--- config.mk ---
export PLATFORM = sky130hd
export DESIGN_NAME = dbus_uart_tx
export DESIGN_NICKNAME = d
export VERILOG_FILES = /design/src/rtl/dbus_uart_tx.sv
export SDC_FILE = /design/constraint.sdc
export NUM_CORES = 1
export LEC_CHECK = 0
export CAP_MARGIN = 20
export CORE_ASPECT_RATIO = 0.5
export CORE_MARGIN = 2
export CORE_UTILIZATION = 50
export DETAILED_ROUTE_END_ITERATION = 12
export PLACE_DENSITY = 0.86
export SYNTH_ARGS = -nofsm -noshare
export SYNTH_HDL_FRONTEND = slang
export SYNTH_SLANG_ARGS = --single-unit
--- constraint.sdc ---
create_clock -name clk_i -period 5.6 [get_ports clk_i]
set_input_delay 1.68 -clock clk_i [delete_from_list [all_inputs] [get_ports clk_i]]
set_output_delay 1.68 -clock clk_i [all_outputs]
set_load 0.05 [all_outputs]
--- src/rtl/dbus_uart_tx.sv ---
// dbus_uart_tx: memory-mapped 8N1 UART transmitter with a byte TX FIFO.
//
// Ports:
//   clk_i     - single clock, all state updates on its rising edge
//   rst_i     - synchronous active-high reset
//   wvalid_i  - dbus write strobe, one write per asserted cycle
//   awaddr_i  - write address, [3:2] selects TXDATA/STATUS/DIV/reserved
//   wdata_i   - write data
//   wstrb_i   - write byte enables
//   araddr_i  - read address, sampled every cycle, [3:2] selects the register
//   rdata_o   - registered read data, one cycle after araddr_i
//   txd_o     - serial output, 8N1, LSB first, idle high, driven from a flop
module dbus_uart_tx #(
   parameter int unsigned ADDR_WIDTH = 32,
   parameter int unsigned DATA_WIDTH = 32,
   parameter int unsigned FIFO_DEPTH = 8,
   parameter logic [15:0] DIV_RESET  = 16'd867
) (
   input  logic                    clk_i,
   input  logic                    rst_i,
   input  logic                    wvalid_i,
   input  logic [ADDR_WIDTH-1:0]   awaddr_i,
   input  logic [DATA_WIDTH-1:0]   wdata_i,
   input  logic [DATA_WIDTH/8-1:0] wstrb_i,
   input  logic [ADDR_WIDTH-1:0]   araddr_i,
   output logic [DATA_WIDTH-1:0]   rdata_o,
   output logic                    txd_o
);

   localparam int unsigned STRB_WIDTH = DATA_WIDTH / 8;
   localparam int unsigned PTR_W      = $clog2(FIFO_DEPTH);
   localparam int unsigned CNT_W      = PTR_W + 1;

   typedef enum logic [1:0] {StIdle, StStart, StData, StStop} state_e;

   state_e              state_q;
   logic [7:0]          fifo_mem [FIFO_DEPTH];
   logic [PTR_W-1:0]    wr_ptr_q;
   logic [PTR_W-1:0]    rd_ptr_q;
   logic [CNT_W-1:0]    count_q;
   logic                ovf_q;
   logic [15:0]         div_q;
   logic [DATA_WIDTH-1:0] rdata_q;
   logic [7:0]          shift_q;
   logic [2:0]          bit_idx_q;
   logic [15:0]         baud_cnt_q;
   logic                txd_q;

   logic wr_txdata, wr_status, wr_div;
   logic fifo_full, fifo_empty;
   logic push, pop, ovf_set, ovf_clr;
   logic [DATA_WIDTH-1:0] status;
   logic [DATA_WIDTH-1:0] rd_mux;

   // Address bits outside [3:2] and data/strobe lanes above the 16-bit map are don't-care.
   logic unused_bits;
   assign unused_bits = ^{awaddr_i[ADDR_WIDTH-1:4], awaddr_i[1:0],
                          araddr_i[ADDR_WIDTH-1:4], araddr_i[1:0],
                          wdata_i[DATA_WIDTH-1:16], wstrb_i[STRB_WIDTH-1:2]};

   assign wr_txdata  = wvalid_i && (awaddr_i[3:2] == 2'd0);
   assign wr_status  = wvalid_i && (awaddr_i[3:2] == 2'd1);
   assign wr_div     = wvalid_i && (awaddr_i[3:2] == 2'd2);

   assign fifo_full  = (count_q == CNT_W'(FIFO_DEPTH));
   assign fifo_empty = (count_q == '0);

   // Fullness is judged before this cycle's pop, so a write into a full FIFO drops
   // even if the transmitter drains an entry on the same edge.
   assign push    = wr_txdata && wstrb_i[0] && !fifo_full;
   assign ovf_set = wr_txdata && wstrb_i[0] && fifo_full;
   assign ovf_clr = wr_status && wstrb_i[0] && wdata_i[3];
   assign pop     = (state_q == StIdle) && !fifo_empty;

   always_comb begin
      status                = '0;
      status[0]             = (state_q != StIdle);
      status[1]             = fifo_full;
      status[2]             = fifo_empty;
      status[3]             = ovf_q;
      status[8 +: CNT_W]    = count_q;
   end

   always_comb begin
      rd_mux = '0;
      case (araddr_i[3:2])
         2'd1:    rd_mux = status;
         2'd2:    rd_mux[15:0] = div_q;
         default: rd_mux = '0;
      endcase
   end

   // Register file, FIFO bookkeeping and read port.
   always_ff @(posedge clk_i) begin
      if (rst_i) begin
         wr_ptr_q <= '0;
         rd_ptr_q <= '0;
         count_q  <= '0;
         ovf_q    <= 1'b0;
         div_q    <= DIV_RESET;
         rdata_q  <= '0;
      end else begin
         if (push) begin
            fifo_mem[wr_ptr_q] <= wdata_i[7:0];
            wr_ptr_q           <= wr_ptr_q + PTR_W'(1);
         end
         if (pop) begin
            rd_ptr_q <= rd_ptr_q + PTR_W'(1);
         end
         count_q <= count_q + CNT_W'(push) - CNT_W'(pop);
         // Set wins over a same-cycle clear.
         ovf_q   <= ovf_set | (ovf_q & ~ovf_clr);
         if (wr_div && wstrb_i[0]) div_q[7:0]  <= wdata_i[7:0];
         if (wr_div && wstrb_i[1]) div_q[15:8] <= wdata_i[15:8];
         rdata_q <= rd_mux;
      end
   end

   // Transmit FSM. Each phase runs baud_cnt_q from DIV down to 0, so it lasts DIV+1
   // clocks; DIV is re-read only when a new bit is loaded.
   always_ff @(posedge clk_i) begin
      if (rst_i) begin
         state_q    <= StIdle;
         txd_q      <= 1'b1;
         shift_q    <= '0;
         bit_idx_q  <= '0;
         baud_cnt_q <= '0;
      end else begin
         unique case (state_q)
            StIdle: begin
               txd_q <= 1'b1;
               if (pop) begin
                  shift_q    <= fifo_mem[rd_ptr_q];
                  baud_cnt_q <= div_q;
                  txd_q      <= 1'b0;
                  state_q    <= StStart;
               end
            end
            StStart: begin
               if (baud_cnt_q == 16'd0) begin
                  baud_cnt_q <= div_q;
                  bit_idx_q  <= 3'd0;
                  txd_q      <= shift_q[0];
                  state_q    <= StData;
               end else begin
                  baud_cnt_q <= baud_cnt_q - 16'd1;
               end
            end
            StData: begin
               if (baud_cnt_q == 16'd0) begin
                  baud_cnt_q <= div_q;
                  if (bit_idx_q == 3'd7) begin
                     txd_q   <= 1'b1;
                     state_q <= StStop;
                  end else begin
                     shift_q   <= shift_q >> 1;
                     txd_q     <= shift_q[1];
                     bit_idx_q <= bit_idx_q + 3'd1;
                  end
               end else begin
                  baud_cnt_q <= baud_cnt_q - 16'd1;
               end
            end
            StStop: begin
               if (baud_cnt_q == 16'd0) begin
                  txd_q   <= 1'b1;
                  state_q <= StIdle;
               end else begin
                  baud_cnt_q <= baud_cnt_q - 16'd1;
               end
            end
            default: begin
               txd_q   <= 1'b1;
               state_q <= StIdle;
            end
         endcase
      end
   end

   assign rdata_o = rdata_q;
   assign txd_o   = txd_q;

endmodule
# [Word-level counts from Yosys, hierarchy flattened]
# Memory sizes are Yosys's and may differ from the RTL's. A register that Yosys moved wholly into a read port is not among the register bits.
# Index checks and enable logic that the tools add are counted.
[totals] regBits=89 ramBits=64 input_bits=103 out_inout_bits=33 elab_cells=95 memories=1
[classes] addsub=6 n_eq_ne=16 muxes=30 bitwise_logic=3 n_reduce_logical=26
[memory_table] name="fifo_mem" words=8 word_bits=8 rd=1 rd_clocked_by_memory_dff=1 write_ports=1 line="37" rtl="logic [7:0] fifo_mem [FIFO_DEPTH];"
[op_table] cell="two-way mux 16 bit" n=3
[op_table] cell="case mux 16 bit (3 select lines)" n=1
[op_table] cell="case mux 16 bit (2 select lines)" n=1
[op_table] cell="two-way mux 8 bit" n=3
[op_table] cell="zero test 16 bit" n=1
[op_table] cell="case mux 8 bit (2 select lines)" n=1
[op_table] cell="subtractor 16 x 1 -> 16 bit, second input constant" n=1
[op_table] cell="two-way mux 3 bit" n=5
[op_table] cell="inequality test 2 bit, second input constant" n=7
[op_table] cell="logical AND 1 bit" n=11
[op_table] cell="two-way mux 2 bit" n=5
[op_table] cell="adder 3 x 1 -> 3 bit, second input constant" n=3
[op_table] cell="equality test 2 bit, second input constant" n=4
[op_table] cell="two-way mux 1 bit" n=8
[op_table] cell="case mux 2 bit (4 select lines)" n=1
[op_table] cell="AND reduction 4 bit" n=2
[op_table] cell="equality test 2 x 1 -> 1 bit, second input constant" n=3
[op_table] cell="case mux 3 bit (2 select lines)" n=1
[op_table] cell="nonzero test 2 bit" n=3
[op_table] cell="AND reduction 5 bit" n=1
[op_table] cell="adder 4 x 1 -> 4 bit" n=1
[op_table] cell="equality test 4 bit, second input constant" n=1
[op_table] cell="zero test 2 bit" n=2
[op_table] cell="zero test 4 bit" n=1
[op_table] cell="10 further kinds" n=11

# [Depth between registers and ports, before layout]
[logic_depth] depth_word=7 mapped_depth=12

# [Least setup slack after synthesis]
# OpenSTA, ideal clock, no wires.
[synth_path] kind="input -> register" startpoint="input port awaddr_i[3]" endpoint="memory fifo_mem[0][0], enable pin" setup_time_ns=0.383 arrival_ns=3.483 setup_slack_ns=1.733 path_stages=5 n_path_buf=1 path_cell_list="and3b_1 -> or3b_2 -> clkbuf_1 -> or3_1 -> nor3_1"
[synth_between] elab_chain_cells=7
[synth_lines] item="start: declaration" line="22" rtl="input logic [ADDR_WIDTH-1:0] awaddr_i,"
[synth_lines] item="zero test 2 bit" line="61" rtl="assign wr_txdata = wvalid_i && (awaddr_i[3:2] == 2'd0);"
[synth_lines] item="logical AND 1 bit" line="61"
[synth_lines] item="logical AND 1 bit (2 in series)" line="70" rtl="assign push = wr_txdata && wstrb_i[0] && !fifo_full;"
[synth_lines] item="two-way mux 1 bit" line="103" rtl="if (push) begin"
[synth_lines] item="two-way mux 1 bit" line="95" rtl="if (rst_i) begin"
[synth_lines] item="two-way mux 1 bit (implied by the code)" line="104" rtl="fifo_mem[wr_ptr_q] <= wdata_i[7:0];"
[synth_lines] item="end: declaration" line="37"
# No other way between the ends.

# [Worst setup path after layout]
[layout_path] startpoint="input port wstrb_i[0]" endpoint="memory fifo_mem[1][3], enable pin"
[layout_between] elab_chain_cells=5
[layout_lines] item="start: declaration" line="24" rtl="input logic [DATA_WIDTH/8-1:0] wstrb_i,"
[layout_lines] item="logical AND 1 bit (2 in series)" line="70"
[layout_lines] item="two-way mux 1 bit" line="103"
[layout_lines] item="two-way mux 1 bit" line="95"
[layout_lines] item="two-way mux 1 bit (implied by the code)" line="104"
# No other way between the ends.

==> flow_summary.ini <==
[grt]
grt_overflow = 0
grt_pass1_vias = 4366
grt_antenna_before_repair = 0
grt_pass1_wl_mm = 21.9
grt_max_degree = 55
track_usage_pct = 20.6

[floorplan]
initial_core_util_pct = 51.0
core-area_um2 = 12600
die_h_um = 84.1
die_w_um = 164
num_rows = 29
dieArea_um2 = 13800
io_pins = 136

[cts]
cts_buffer_depth = 2
clk_pin_slew_ns = 0.06
ctsHoldBuffers = 0
cts_resized = 0
cts.sinks = 140
clock-root-buffer = clkbuf_16
cts_made_buffers = 17
cts_tree = done
post-cts-setup-buffers = 0
htree_levels = 4
clk_latency_ns = 0.42

[timing]
finalClockSkew_ns = 0.00875
final_hold_viol_count = 0
min_period_over_period_pct = 71.9
fmax_mhz = 248
relSlewSlack_pct = 30.0
maxSlewViolCount = 0
worst_pin_slew_ns = 1.05
rsz0062_at_grt = false
final.min_clock_period_ns = 4.03
hold_ws_ns = 0.465
setup_viol = 0
final.setup.tns_ns = 0

[routing]
dr_total_vias = 4441
drt_pass1_iterations = 5
viasPerCell = 5.63
drc_errors = 0
ant_nets = 0
post_drt_wl_per_cell_um = 17.2
routed_wl_mm = 13.6
dr.first_iter.drc_count = 341

[setup_path]
critical-path-top-delay-family = simple AND/OR/NAND/NOR gates
crit_path_end_kind = flip-flop
crit_slowest_cell = nor2_1
cp_data_arrival_time_ns = 4.06
worst-path-buf-inv = 1
cp-start-kind = input port
crit_required_ns = 5.64
slowest_delay_ns = 0.71
timing.rr.start = count_q[2]
path_max_fanout = 8
cp-startpoint = wstrb_i[0]
crit_type = input port to flip-flop
worstPathCellList = clkdlybuf4s50_1 -> and3b_1 -> or3b_2 -> or3_1 -> nor2_1

[synth]
ys.flop_type = dfxtp_1
ys_ff_latch = 140
yosys.area.top_type = edfxtp_1
synth_top_area_share_pct = 29.9
syn_inst = 574
ys_async_sr_fraction_pct = 0
yosys_warnings = 0
synthTopCellsByArea = edfxtp_1 (30%), dfxtp_1 (24%), mux4_2 (5.6%), nor2_1 (3.7%), nand2_1 (3.3%)
synth_seq_area_share_pct = 53.7
synth.avg_cell_area_um2 = 11.2
ys_types = 66
synth_edf_count = 64
netlist_area_um2 = 6420

[placed_design]
gp_congestion = 0.847
place.port_buffers = 41
dp_hpwl_mm = 8.85

[final_layout]
syn2layout_area_growth_pct = 15.0
final_util_pct = 58.6
nNetsFinal = 727
drive_gt1_share_pct = 11.1
antenna_cells = 0

[power_and_ir_drop]
p_per_area_nw_per_um2 = 506
peakVddDrop_mv = 0.278
p_leak_nw = 2.67

[min_path]
hold_path_class = flip-flop to flip-flop
worstHoldStart = shift_q[2]

[run]
drv_cap = 0

[outcome]
status = finished clean
==> cell usage in the layout, fill, tap and decap left out, types with 4 or more instances in the layout <==
cell             count
nor4_1               8
clkdlybuf4s50_1     40
a211o_1              4
xnor2_1              5
mux4_2              16
nand2_1             57
clkinv_4             4
a21oi_1             39
nor2_1              63
o21ai_0             14
buf_4                5
a211oi_1             7
nand2b_1             7
o2bb2ai_1            7
nor3_1               8
a22oi_1             10
edfxtp_1            64
o21bai_1             4
nor2b_1              5
conb_1              16
ha_1                17
a221oi_1             7
nand3b_1             7
inv_1               18
xor2_1               7
dfxtp_1             76
mux2i_1             11
and2_1              12
clkbuf_16           17
==> final cells by class <==
cell class	instances	area [um2]
multi-input combinational	383	2650
tap	170	213
sequential	140	3440
fill	970	5210
clock inverter	13	119
timing repair buffer	46	443
clock buffer	19	443
inverter	18	67.6
==> cells by family (layout without fill, tap and decap cells) <==
group	count (synthesis)	count (layout)	synth area share, %
xor+xnor	12	12	1.64
other cells	1	16	0.0584
compound gates	114	114	12.0
fa+ha+maj	18	18	3.63
buf+inv	66	96	5.91
simple gates	192	192	15.1
flops	140	140	53.7
mux	31	31	8.03
==> through the flow <==
stage | worst slack [ns] | power (W) | cells | cell area (um2)
2_1_floorplan | 1.73 | 0.00240 | 589 | 6470
3_3_place_gp | 1.20 | 0.00258 | 757 | 6820
3_5_place_dp | 1.15 | 0.00263 | 757 | 6820
4_1_cts | 1.57 | 0.00372 | 789 | 7380
5_1_grt | 1.49 | 0.00394 | 789 | 7380
6_report | 1.57 | 0.00373 | 789 | 7380
==> power breakdown <==
group / switching [W] / internal (W) / leakage, nW / total (W)
clock network: 0.000435 / 0.000625 / 0.273 / 0.00106
logic: 0.000764 / 0.000554 / 1.20 / 0.00132
registers: 0.000166 / 0.00119 / 1.20 / 0.00135
total: 0.00137 / 0.00237 / 2.67 / 0.00373
==> per-layer routing <==
| metal | GRT usage, % | share of wire (%) | vias to the layer above |
|---|---|---|---|
| li1 | - | - | 2126 |
| met1 | 26.9 | 44 | 2142 |
| met2 | 34.5 | 49 | 155 |
| met3 | 5.07 | 5.7 | 18 |
| met4 | 6.06 | 1.5 | 0 |
| met5 | 0 | 0 | - |
==> synth_stat cells, drive strengths merged (3+ instances only) <==
master	number
a211o	4
a211oi	7
a21o	3
a21oi	39
a221oi	8
a22oi	10
and2	12
buf	20
clkbuf	28
dfxtp	76
edfxtp	64
ha	17
inv	18
mux2	4
mux2i	11
mux4	16
nand2	57
nand2b	7
nand3b	7
nor2	63
nor2b	5
nor3	9
nor4	10
o21ai	15
o21bai	4
o22ai	3
o2bb2ai	7
o31ai	3
o41ai	3
or3	3
or4	3
xnor2	5
xor2	7
==> registers in the layout, indices dropped and copies added, names as in the netlist, named ones only <==
register,flops
div_q,16
baud_cnt_q,16
ovf_q,1
rdata_o,16
txd_o,1
shift_q,8
fifo_mem,64
bit_idx_q,3
wr_ptr_q,3
rd_ptr_q,3
count_q,4
state_q,2
==> worst paths after layout <==
path	endpoint	slack, ns	cells past startpoint
worst max-delay path	fifo_mem[1][3]	1.57	5
worst min-delay path	shift_q[2]	0.47	1
worst max register to register	count_q[3]	2.65	11
worst min register to register	shift_q[2]	0.47	1
(Power assumes the default switching activity.)
